===== src/rtl/serial_demux_deser_if.sv =====
`default_nettype none
// ============================================================================
// Module      : serial_demux_deser_if
// Description : Serial-bit input and parallel-word output handshake bundle
//               for serial_demux_deser.
// Revision    : 1.0 - initial release
// ============================================================================
interface serial_demux_deser_if #(
    parameter int WIDTH = 16
);
    localparam int c_IDX_W = $clog2(WIDTH);

    logic               flush;
    logic               bit_valid;
    logic               bit_in;
    logic               bit_ready;
    logic [WIDTH-1:0]   word_out;
    logic               word_valid;
    logic               word_ready;
    logic [c_IDX_W-1:0] bit_index;

    modport slave (
        input  flush, bit_valid, bit_in, word_ready,
        output bit_ready, word_out, word_valid, bit_index
    );

    modport master (
        output flush, bit_valid, bit_in, word_ready,
        input  bit_ready, word_out, word_valid, bit_index
    );
endinterface
`default_nettype wire


===== src/rtl/serial_demux_deser.sv =====
`default_nettype none
// ============================================================================
// Module      : serial_demux_deser
// Description : 1-to-WIDTH sequential demux assembling a serial bit stream
//               into a parallel word with valid/ready output handshake.
// Revision    : 1.0 - initial release
// ============================================================================
module serial_demux_deser #(
    parameter int WIDTH     = 16,
    parameter int LSB_FIRST = 1
) (
    input  logic                  clk,
    input  logic                  reset,
    serial_demux_deser_if.slave   sd
);
    localparam int                 c_IDX_W      = $clog2(WIDTH);
    localparam logic [c_IDX_W-1:0] c_LAST       = c_IDX_W'(WIDTH - 1);
    localparam logic [0:0]         c_ST_COLLECT = 1'b0;
    localparam logic [0:0]         c_ST_HOLD    = 1'b1;

    logic [0:0]         r_state;
    logic [WIDTH-1:0]   r_word;
    logic               r_word_valid;
    logic [c_IDX_W-1:0] r_bit_index;

    logic               w_bit_acc;
    logic               w_word_acc;
    logic [c_IDX_W-1:0] w_pos;

    generate
        if (LSB_FIRST != 0) begin : g_lsb_first
            assign w_pos = r_bit_index;
        end else begin : g_msb_first
            assign w_pos = c_LAST - r_bit_index;
        end
    endgenerate

    // In HOLD a new bit is only taken when the held word leaves the same cycle.
    assign sd.bit_ready  = (r_state == c_ST_COLLECT) ? 1'b1
                                                     : (sd.word_ready & ~sd.flush);
    assign w_bit_acc     = sd.bit_valid & sd.bit_ready;
    assign w_word_acc    = r_word_valid & sd.word_ready;

    assign sd.word_out   = r_word;
    assign sd.word_valid = r_word_valid;
    assign sd.bit_index  = r_bit_index;

    always_ff @(posedge clk) begin
        if (reset) begin
            r_state      <= c_ST_COLLECT;
            r_word       <= '0;
            r_word_valid <= 1'b0;
            r_bit_index  <= '0;
        end else begin
            case (r_state)
                c_ST_COLLECT: begin
                    if (sd.flush) begin
                        r_bit_index <= '0;
                    end else if (w_bit_acc) begin
                        r_word[w_pos] <= sd.bit_in;
                        if (r_bit_index == c_LAST) begin
                            r_bit_index  <= '0;
                            r_word_valid <= 1'b1;
                            r_state      <= c_ST_HOLD;
                        end else begin
                            r_bit_index <= r_bit_index + c_IDX_W'(1);
                        end
                    end
                end
                c_ST_HOLD: begin
                    if (w_word_acc) begin
                        r_word_valid <= 1'b0;
                        r_state      <= c_ST_COLLECT;
                        // Index is 0 here, so w_pos is already the first slot.
                        if (w_bit_acc) begin
                            r_word[w_pos] <= sd.bit_in;
                            r_bit_index   <= c_IDX_W'(1);
                        end
                    end
                end
                default: begin
                    r_state <= c_ST_COLLECT;
                end
            endcase
        end
    end
endmodule
`default_nettype wire


===== src/flat_wrapper.sv =====
// flat-port wrapper written by rule: the top's interface ports become plain ports
module serial_demux_deser_flat 
#(
    parameter int WIDTH     = 16,
    parameter int LSB_FIRST = 1
)
  (clk, reset, sd_flush, sd_bit_valid, sd_bit_in, sd_word_ready, sd_bit_ready, sd_word_out, sd_word_valid, sd_bit_index);
  serial_demux_deser_if #(.WIDTH(WIDTH)) sd_i ();
  input  logic clk;
  input  logic reset;
  input wire logic [$bits(sd_i.flush)-1:0] sd_flush;
  input wire logic [$bits(sd_i.bit_valid)-1:0] sd_bit_valid;
  input wire logic [$bits(sd_i.bit_in)-1:0] sd_bit_in;
  input wire logic [$bits(sd_i.word_ready)-1:0] sd_word_ready;
  output wire logic [$bits(sd_i.bit_ready)-1:0] sd_bit_ready;
  output wire logic [$bits(sd_i.word_out)-1:0] sd_word_out;
  output wire logic [$bits(sd_i.word_valid)-1:0] sd_word_valid;
  output wire logic [$bits(sd_i.bit_index)-1:0] sd_bit_index;
  assign sd_i.flush = sd_flush;
  assign sd_i.bit_valid = sd_bit_valid;
  assign sd_i.bit_in = sd_bit_in;
  assign sd_i.word_ready = sd_word_ready;
  assign sd_bit_ready = sd_i.bit_ready;
  assign sd_word_out = sd_i.word_out;
  assign sd_word_valid = sd_i.word_valid;
  assign sd_bit_index = sd_i.bit_index;
  serial_demux_deser #(.WIDTH(WIDTH), .LSB_FIRST(LSB_FIRST)) u_core (.clk(clk), .reset(reset), .sd(sd_i));
endmodule

===== config.mk =====
export PLATFORM = sky130hd
export DESIGN_NAME = serial_demux_deser_flat
export DESIGN_NICKNAME = d
export VERILOG_FILES = /design/src/rtl/serial_demux_deser_if.sv /design/src/rtl/serial_demux_deser.sv /design/src/flat_wrapper.sv
export SDC_FILE = /design/constraint.sdc
export NUM_CORES = 1
export LEC_CHECK = 0
export BUFFER_PORTS_ARGS = -buffer_cell sky130_fd_sc_hd__buf_2
export CORE_ASPECT_RATIO = 0.8
export CORE_MARGIN = 10
export CORE_UTILIZATION = 45
export CTS_BUF_LIST = sky130_fd_sc_hd__clkbuf_16
export CTS_CLUSTER_SIZE = 14
export DETAILED_ROUTE_END_ITERATION = 6
export PLACE_DENSITY = 0.72
export SETUP_SLACK_MARGIN = 0.5
export SYNTH_ARGS = -nofsm -noshare
export SYNTH_HDL_FRONTEND = slang
export SYNTH_SLANG_ARGS = --single-unit

===== constraint.sdc =====
create_clock -name clk -period 1.3 [get_ports clk]
set_input_delay 0.065 -clock clk [delete_from_list [all_inputs] [get_ports clk]]
set_output_delay 0.065 -clock clk [all_outputs]
set_load 0.1 [all_outputs]

==> results of run 1 <==
cells in the mapped netlist:
cell and count:
a21oi_1 3, clkbuf_1 4, nand2_1 4, and2_1 1
nand2b_1 3, o2bb2ai_1 1, a21boi_4 1, inv_1 3
nor3_2 2, nor4_1 3, nor2_1 19, nor3_1 11
mux2i_1 16, nand3b_1 6, o21ai_0 3, nor4_2 2
dfxtp_1 22, buf_2 2, buf_6 1, a21o_1 1
o31a_1 1, a311oi_1 2, ha_1 4, mux2_2 1
a41oi_1 2
cell families after synthesis:
group,after synthesis,share of synthesized area [%]
muxes,17,15.7
and+or+nand+nor,51,25.2
AOI/OAI and AO/OA,14,9.95
DFF,22,40.3
adders and majority gates,4,4.58
buffers and inverters,10,4.35
what timing repair did:
| item | 4_1_cts |
|---|---|
| pin swaps | 7 |
| endpoints found under the setup margin | 44 |
| gates resized for setup | 106 |
| buffers inserted | 8 |
stage by stage:
step | utilization, % | TNS, ns | cells
CTS | 88.1 | -1.76 | 185
detailed placement | 63.2 | -2.45 | 173
global placement | 63.2 | -1.63 | 173
floorplan | - | -2.70 | 118
==> impl_metrics.tcl, run 1 <==
set metrics [dict create \
    endpoint_type "register input" \
    ctsLongestPathBuffers 2 \
    row_count 15 \
    outcome "aborted with a tool error" \
    cts_root_buf "clkbuf_16" \
    dieWidth_microns 75.1 \
    stop_stage "global routing (5_1_grt)" \
    die_y_microns 64.1 \
    synth_cells 118 \
    io_buffer_count 27 \
    synth_area_sq_um 1090 \
    place_area_sq_um 1410 \
    hpwl_microns 2120 \
    syn_area_per_cell_sq_um 9.27 \
    ys_ff_latch 22 \
    grt_start_max_net_pins 24 \
    ioPinCount 28 \
    yosysTopAreaCell "dfxtp_1" \
    cts.sinks 22 \
    antenna_found_initial 0 \
    gp_congestion 0.882 \
    cts_made_buffers 3 \
    tool.error "[ERROR DPL-0033] detailed placement checks failed during check placement." \
    synth.net_count 128 \
    yosysWarnings 0 \
    yosysTopAreaCellShare_pct 40.3 \
    cts_hold_buf 0 \
    synth.distinct_cells 25 \
    synthTopCellsByArea "dfxtp_1 40%, mux2i_1 15%, nor2_1 6.5%" \
    cts_max_level 1 \
    place_ws_ns -0.248 \
    start_util_pct 49.0 \
    repair-timing-grt-worst-ep "u_core.sd.word_out[9]$_SDFFE_PP0P_/D" \
    yosysSeqAreaShare_pct 40.3 \
]
==> run 2, diff against run 1 <==
--- a/config.mk
+++ b/config.mk
@@ -6,14 +6,10 @@
 export NUM_CORES = 1
 export LEC_CHECK = 0
 export BUFFER_PORTS_ARGS = -buffer_cell sky130_fd_sc_hd__buf_2
-export CORE_ASPECT_RATIO = 0.8
 export CORE_MARGIN = 10
-export CORE_UTILIZATION = 45
-export CTS_BUF_LIST = sky130_fd_sc_hd__clkbuf_16
-export CTS_CLUSTER_SIZE = 14
+export CORE_UTILIZATION = 30
 export DETAILED_ROUTE_END_ITERATION = 6
-export PLACE_DENSITY = 0.72
-export SETUP_SLACK_MARGIN = 0.5
+export PLACE_DENSITY_LB_ADDON = 0.15
 export SYNTH_ARGS = -nofsm -noshare
 export SYNTH_HDL_FRONTEND = slang
 export SYNTH_SLANG_ARGS = --single-unit
==> constraint.sdc (replaced) <==
create_clock -name clk -period 1.7 [get_ports clk]
set_input_delay 0.085 -clock clk [delete_from_list [all_inputs] [get_ports clk]]
set_output_delay 0.085 -clock clk [all_outputs]
set_load 0.1 [all_outputs]
==> run 2 against run 1 <==
The flow now finishes without violations; synthesized area did not move; synthesized cell count did not move.
==> impl_metrics.tcl, run 2 <==
set metrics [dict create \
    final_cell_mix "27 x buf_2, 19 x nor2_1, 17 x dfxtp_1, 16 x mux2i_1, 10 x nor3_1" \
    cts.sinks 22 \
    grt_pass1_vias 898 \
    path_cells "ha_1 > nand3b_1 > nor3_1 > mux2i_1 > nor2_1" \
    path_class "reg2reg" \
    dieArea_sq_um 6460 \
    gr-total-overflow 0 \
    fin_worst_skew_ns 0.00132 \
    antenna_found_initial 0 \
    synth_area_sq_um 1090 \
    ioPinCount 28 \
    max_freq_ghz 0.631 \
    avgViaCountPerCell 4.96 \
    syn2layout_area_growth_pct 20.1 \
    hold_violations 0 \
    layout.nets 153 \
    postCtsSetupBuffers 0 \
    hold_path.class "in2reg" \
    end_kind "flip-flop" \
    cap_violations 0 \
    cts_tree "yes" \
    cts.clk_slew.worst_paths_ns 0.13 \
    worst_slew_pin_slew_ns 0.500 \
    die_y_microns 80.4 \
    diodes 0 \
    relSlewSlack_pct 66.6 \
    cts_root_buf "clkbuf_4" \
    rsz0062_at_grt "no" \
    post-synth-top-count-cell "dfxtp_1" \
    timing.critical_path.max_delay_family "simple AND/OR/NAND/NOR gates" \
    core-area_sq_um 3420 \
    crit_path_max_fanout 7 \
    dieWidth_microns 80.4 \
    cp.arrival_ns 1.80 \
    outcome "complete, no violations" \
    grt_start_max_net_pins 24 \
    synthTopCellsByArea "dfxtp_1 40%, mux2i_1 15%, nor2_1 6.5%" \
    yosysTopAreaCell "dfxtp_1" \
    hold_start "sd_word_ready" \
    drive_gt1_share_pct 30.3 \
    yosys-top-cells-count "22 x dfxtp_1, 19 x nor2_1, 16 x mux2i_1, 11 x nor3_1, 6 x nand3b_1" \
    drtAntennaViolNets 0 \
    worst_ir_drop_vdd_v 0.000367 \
    mostFrequentLayoutCell "buf_2" \
    largest_register_ffs 16 \
    yosysTopAreaCellShare_pct 40.3 \
    place_ws_ns 0.137 \
    insertion_delay_ns 0.32 \
    grt_pass1_wl_microns 4240 \
    critPathSlowestCell "dfxtp_4" \
    setup_viol 0 \
    start_util_pct 32.0 \
    cts_max_level 1 \
    crit_start "u_core.sd.bit_index[0]$_SDFFE_PP0P_" \
    synth.distinct_cells 25 \
    via_count 932 \
    holdWs_ns 0.0150 \
    drc 0 \
    async_flop_share_pct 0 \
    syn_area_per_cell_sq_um 9.27 \
    hpwl_microns 1990 \
    routedWlPerCell_microns 14.4 \
    synth.net_count 128 \
    setup_tns_ns 0 \
    setup_ws_ns 0.116 \
    synth_edf_count 0 \
    start_kind "flip-flop" \
    row_count 21 \
    gp_congestion 0.803 \
    critPathBufInv 0 \
    period_share_pct 93.2 \
    cts_made_buffers 3 \
    r2r-start "u_core.sd.bit_index[0]$_SDFFE_PP0P_" \
    cts_hold_buf 0 \
    cp.required_ns 1.91 \
    grt_usage_pct 8.53 \
    ctsResizeCount 0 \
    synth_cells 118 \
    period_needed_ns 1.58 \
    synth-main-ff-cell "dfxtp_1" \
    yosysWarnings 0 \
    drt_pass1_iterations 4 \
    ys_ff_latch 22 \
    io_buffer_count 27 \
    p_leak_nw 0.501 \
    p_per_area_nw_per_um2 750 \
    yosysSeqAreaShare_pct 40.3 \
    drt_wl_total_microns 2700 \
    ctsLongestPathBuffers 2 \
    slew_violations 0 \
    drtIter0Drc 33 \
    critical_path.max_stage_delay_ns 0.39 \
]
[run 2: cell counts after synthesis]
No cell type changed its count.
[run 2: layout make-up]
cell class	count	area [sq um]
fill	383	2100
multi-input combinational	86	611
sequential	22	452
timing repair buffer	27	135
tap	46	57.6
clock buffer	4	47.5
inverter	3	11.3
[run 2: worst paths after layout]
path         slack (ns)                                  end  cells after the start
max reg2reg        0.12   u_core.sd.word_out[7]$_SDFFE_PP0P_                      5
min                0.02    u_core.sd.word_valid$_SDFFE_PP0P_                      2
min reg2reg        0.50  u_core.sd.word_out[10]$_SDFFE_PP0P_                      2
max                0.12   u_core.sd.word_out[7]$_SDFFE_PP0P_                      5
[run 2: cells by family (layout without fill, tap and decap cells)]
family	Yosys count	in the layout	synth area share [%]
flip-flops	22	22	40.3
adder cells (fa/ha/maj)	4	4	4.58
multiplexers	17	17	15.7
buffers and inverters	10	34	4.35
AO/OA/AOI/OAI	14	14	9.95
AND/OR/NAND/NOR	51	51	25.2
[run 2: where the power goes]
part	leakage (nW)	internal, W	total, W	switching, W
registers	0.181	0.000519	0.000524	0.00000492
logic	0.294	0.0000243	0.000102	0.0000779
clock network	0.0261	0.000180	0.000359	0.000179
[run 2: through the flow]
step	utilization (%)	total power, W	cells	cell area [sq um]
after global routing	38.5	0.00104	188	1310
after floorplan	-	0.000613	118	1100
after global placement	36.9	0.000638	184	1260
after detailed placement	36.9	0.000640	184	1260
final	38.5	0.000986	188	1310
after CTS	38.3	0.00100	188	1310
[run 2: per-layer routing]
metal | part of all wire (%) | vias up | global-route usage, %
li1 | - | 467 | -
met1 | 42 | 438 | 8.80
met2 | 48 | 22 | 13.6
met3 | 8.9 | 5 | 4.34
met4 | 1.9 | 0 | 4.93
met5 | 0 | - | 0
Note: power is estimated with default switching activity, not from simulation.
==> run 3, diff against run 2 <==
--- a/config.mk
+++ b/config.mk
@@ -5,6 +5,7 @@
 export SDC_FILE = /design/constraint.sdc
 export NUM_CORES = 1
 export LEC_CHECK = 0
+export ABC_AREA = 1
 export BUFFER_PORTS_ARGS = -buffer_cell sky130_fd_sc_hd__buf_2
 export CORE_MARGIN = 10
 export CORE_UTILIZATION = 30
==> run 3 against run 2 <==
Power fell by 0.95%; sequential power barely moved; worst hold slack improved by 0.036 ns; register-to-register slack improved by 0.27 ns; core utilization fell by 1.7 points; worst setup slack improved by 0.27 ns; via count rose by 32%; critical endpoint unchanged; clock-buffer cell count fell by 1; maximum frequency rose by 21%; synthesized cell count rose by 73%; clock power fell by 12%; sequential cell count did not move.
==> impl_metrics.tcl, run 3 <==
set metrics [dict create \
    outcome "complete, no violations" \
    crit_path_max_fanout 13 \
    synth_cells 204 \
    synth_edf_count 0 \
    final_cell_mix "65 x nor2_1, 38 x nand2_1, 32 x inv_1, 27 x buf_2, 17 x dfxtp_1" \
    core-area_sq_um 4000 \
    cts_max_level 1 \
    synth.net_count 214 \
    drt_wl_total_microns 3070 \
    cts_tree "yes" \
    period_needed_ns 1.31 \
    mostFrequentLayoutCell "nor2_1" \
    ys_ff_latch 22 \
    cts_made_buffers 3 \
    cts_root_buf "clkbuf_8" \
    post-synth-top-count-cell "nor2_1" \
    row_count 23 \
    synth.distinct_cells 18 \
    fin_worst_skew_ns 0.00136 \
    cts_hold_buf 0 \
    drt_pass1_iterations 4 \
    max_freq_ghz 0.763 \
    cp.arrival_ns 1.51 \
    cap_violations 0 \
    yosys-top-cells-count "65 x nor2_1, 39 x nand2_1, 32 x inv_1, 22 x dfxtp_1, 13 x nand4_1" \
    hpwl_microns 2350 \
    gp_congestion 0.801 \
    yosysSeqAreaShare_pct 35.4 \
    cts.clk_slew.worst_paths_ns 0.07 \
    drc 0 \
    yosysTopAreaCellShare_pct 35.4 \
    die_y_microns 84.4 \
    ctsResizeCount 0 \
    layout.nets 242 \
    diodes 0 \
    postCtsSetupBuffers 0 \
    antenna_found_initial 0 \
    synth_area_sq_um 1240 \
    start_util_pct 31.1 \
    cp.required_ns 1.90 \
    p_total_w 0.000976 \
    grt_pass1_wl_microns 5350 \
    routedWlPerCell_microns 11.0 \
    hold_violations 0 \
    path_class "reg2reg" \
    p_leak_nw 0.700 \
    grt_start_max_net_pins 18 \
    drtAntennaViolNets 0 \
    p_per_area_nw_per_um2 664 \
    relSlewSlack_pct 67.4 \
    grt_usage_pct 8.74 \
    r2r-start "u_core.r_state$_SDFF_PP0_" \
    grt_pass1_vias 1192 \
    dieWidth_microns 84.4 \
    period_share_pct 77.1 \
    hold_path.class "in2reg" \
    async_flop_share_pct 0 \
    yosysTopAreaCell "dfxtp_1" \
    start_kind "flip-flop" \
    gr-total-overflow 0 \
    insertion_delay_ns 0.26 \
    synth-main-ff-cell "dfxtp_1" \
    dieArea_sq_um 7120 \
    slew_violations 0 \
    drive_gt1_share_pct 17.8 \
    worst_slew_pin_slew_ns 0.493 \
    synthTopCellsByArea "dfxtp_1 35%, nor2_1 20%, nand2_1 12%" \
    ioPinCount 28 \
    rsz0062_at_grt "no" \
    setup_tns_ns 0 \
    end_kind "flip-flop" \
    hold_start "reset" \
    via_count 1228 \
    largest_register_ffs 16 \
    yosysWarnings 0 \
    syn2layout_area_growth_pct 18.3 \
    syn_area_per_cell_sq_um 6.09 \
    worst_ir_drop_vdd_v 0.000251 \
    setup_viol 0 \
    cts.sinks 22 \
    io_buffer_count 27 \
    crit_start "u_core.r_state$_SDFF_PP0_" \
    avgViaCountPerCell 4.39 \
    ctsLongestPathBuffers 2 \
    drtIter0Drc 93 \
]
-- run 3: power breakdown --
group,leakage [nW],switching [W],internal [W]
Clock,0.0216,0.000157,0.000158
Sequential,0.180,0.00000520,0.000521
Combinational,0.498,0.000105,0.0000304
-- run 3: kinds of logic (layout without fill, tap and decap cells) --
family | count (synthesis) | in the layout | share of synthesized area (%)
xor gates and xnor gates | 1 | 1 | 0.705
adders and majority gates | 4 | 4 | 4.03
buffers and inverters | 39 | 65 | 12.8
AOI/OAI and AO/OA | 7 | 7 | 2.82
and+or+nand+nor | 131 | 131 | 44.2
DFF | 22 | 22 | 35.4
-- run 3: worst paths after layout --
check / cells after the start / slack, ns / to
worst min register to register: 2 / 0.46 / u_core.sd.word_valid$_SDFFE_PP0P_
worst min-delay path: 2 / 0.05 / u_core.sd.bit_index[2]$_SDFFE_PP0P_
worst max-delay path: 6 / 0.39 / u_core.sd.word_out[7]$_SDFFE_PP0P_
worst max register to register: 6 / 0.39 / u_core.sd.word_out[7]$_SDFFE_PP0P_
-- run 3: per-stage QoR --
step                setup WS, ns  area, sq um  util, %  instances  hold slack [ns]
floorplan                  0.122         1250        -        204            0.147
global placement           0.371         1430     35.7        277            0.331
detailed placement         0.380         1430     35.7        277            0.328
CTS                        0.360         1470     36.8        280           0.0460
global route               0.191         1470     36.8        280           0.0567
finish                     0.390         1470     36.8        280           0.0514
-- run 3: layer usage --
metal	GRT usage (%)	vias up	share of wire [%]	routed length [microns]
met5	0	-	0	0
met4	3.59	0	1.5	47
met3	2.90	5	5.5	170
met2	13.9	25	42	1280
met1	10.5	524	51	1580
li1	-	674	-	-
-- run 3: area by class of cell --
class                      count  area [sq um]
sequential                    22           447
inverter                      33           124
clock buffer                   3          41.3
fill                         459          2530
timing repair buffer          29           150
tap                           50          62.6
multi-input combinational    143           646
-- run 3: worst max-delay path, stage by stage (launching register included) --
cell and delay (ns):
dfxtp_1 0.45, nand3_1 0.15, nand2_2 0.10, nand3_2 0.22, nor2_1 0.18, nor2_1 0.05, nor2_1 0.10
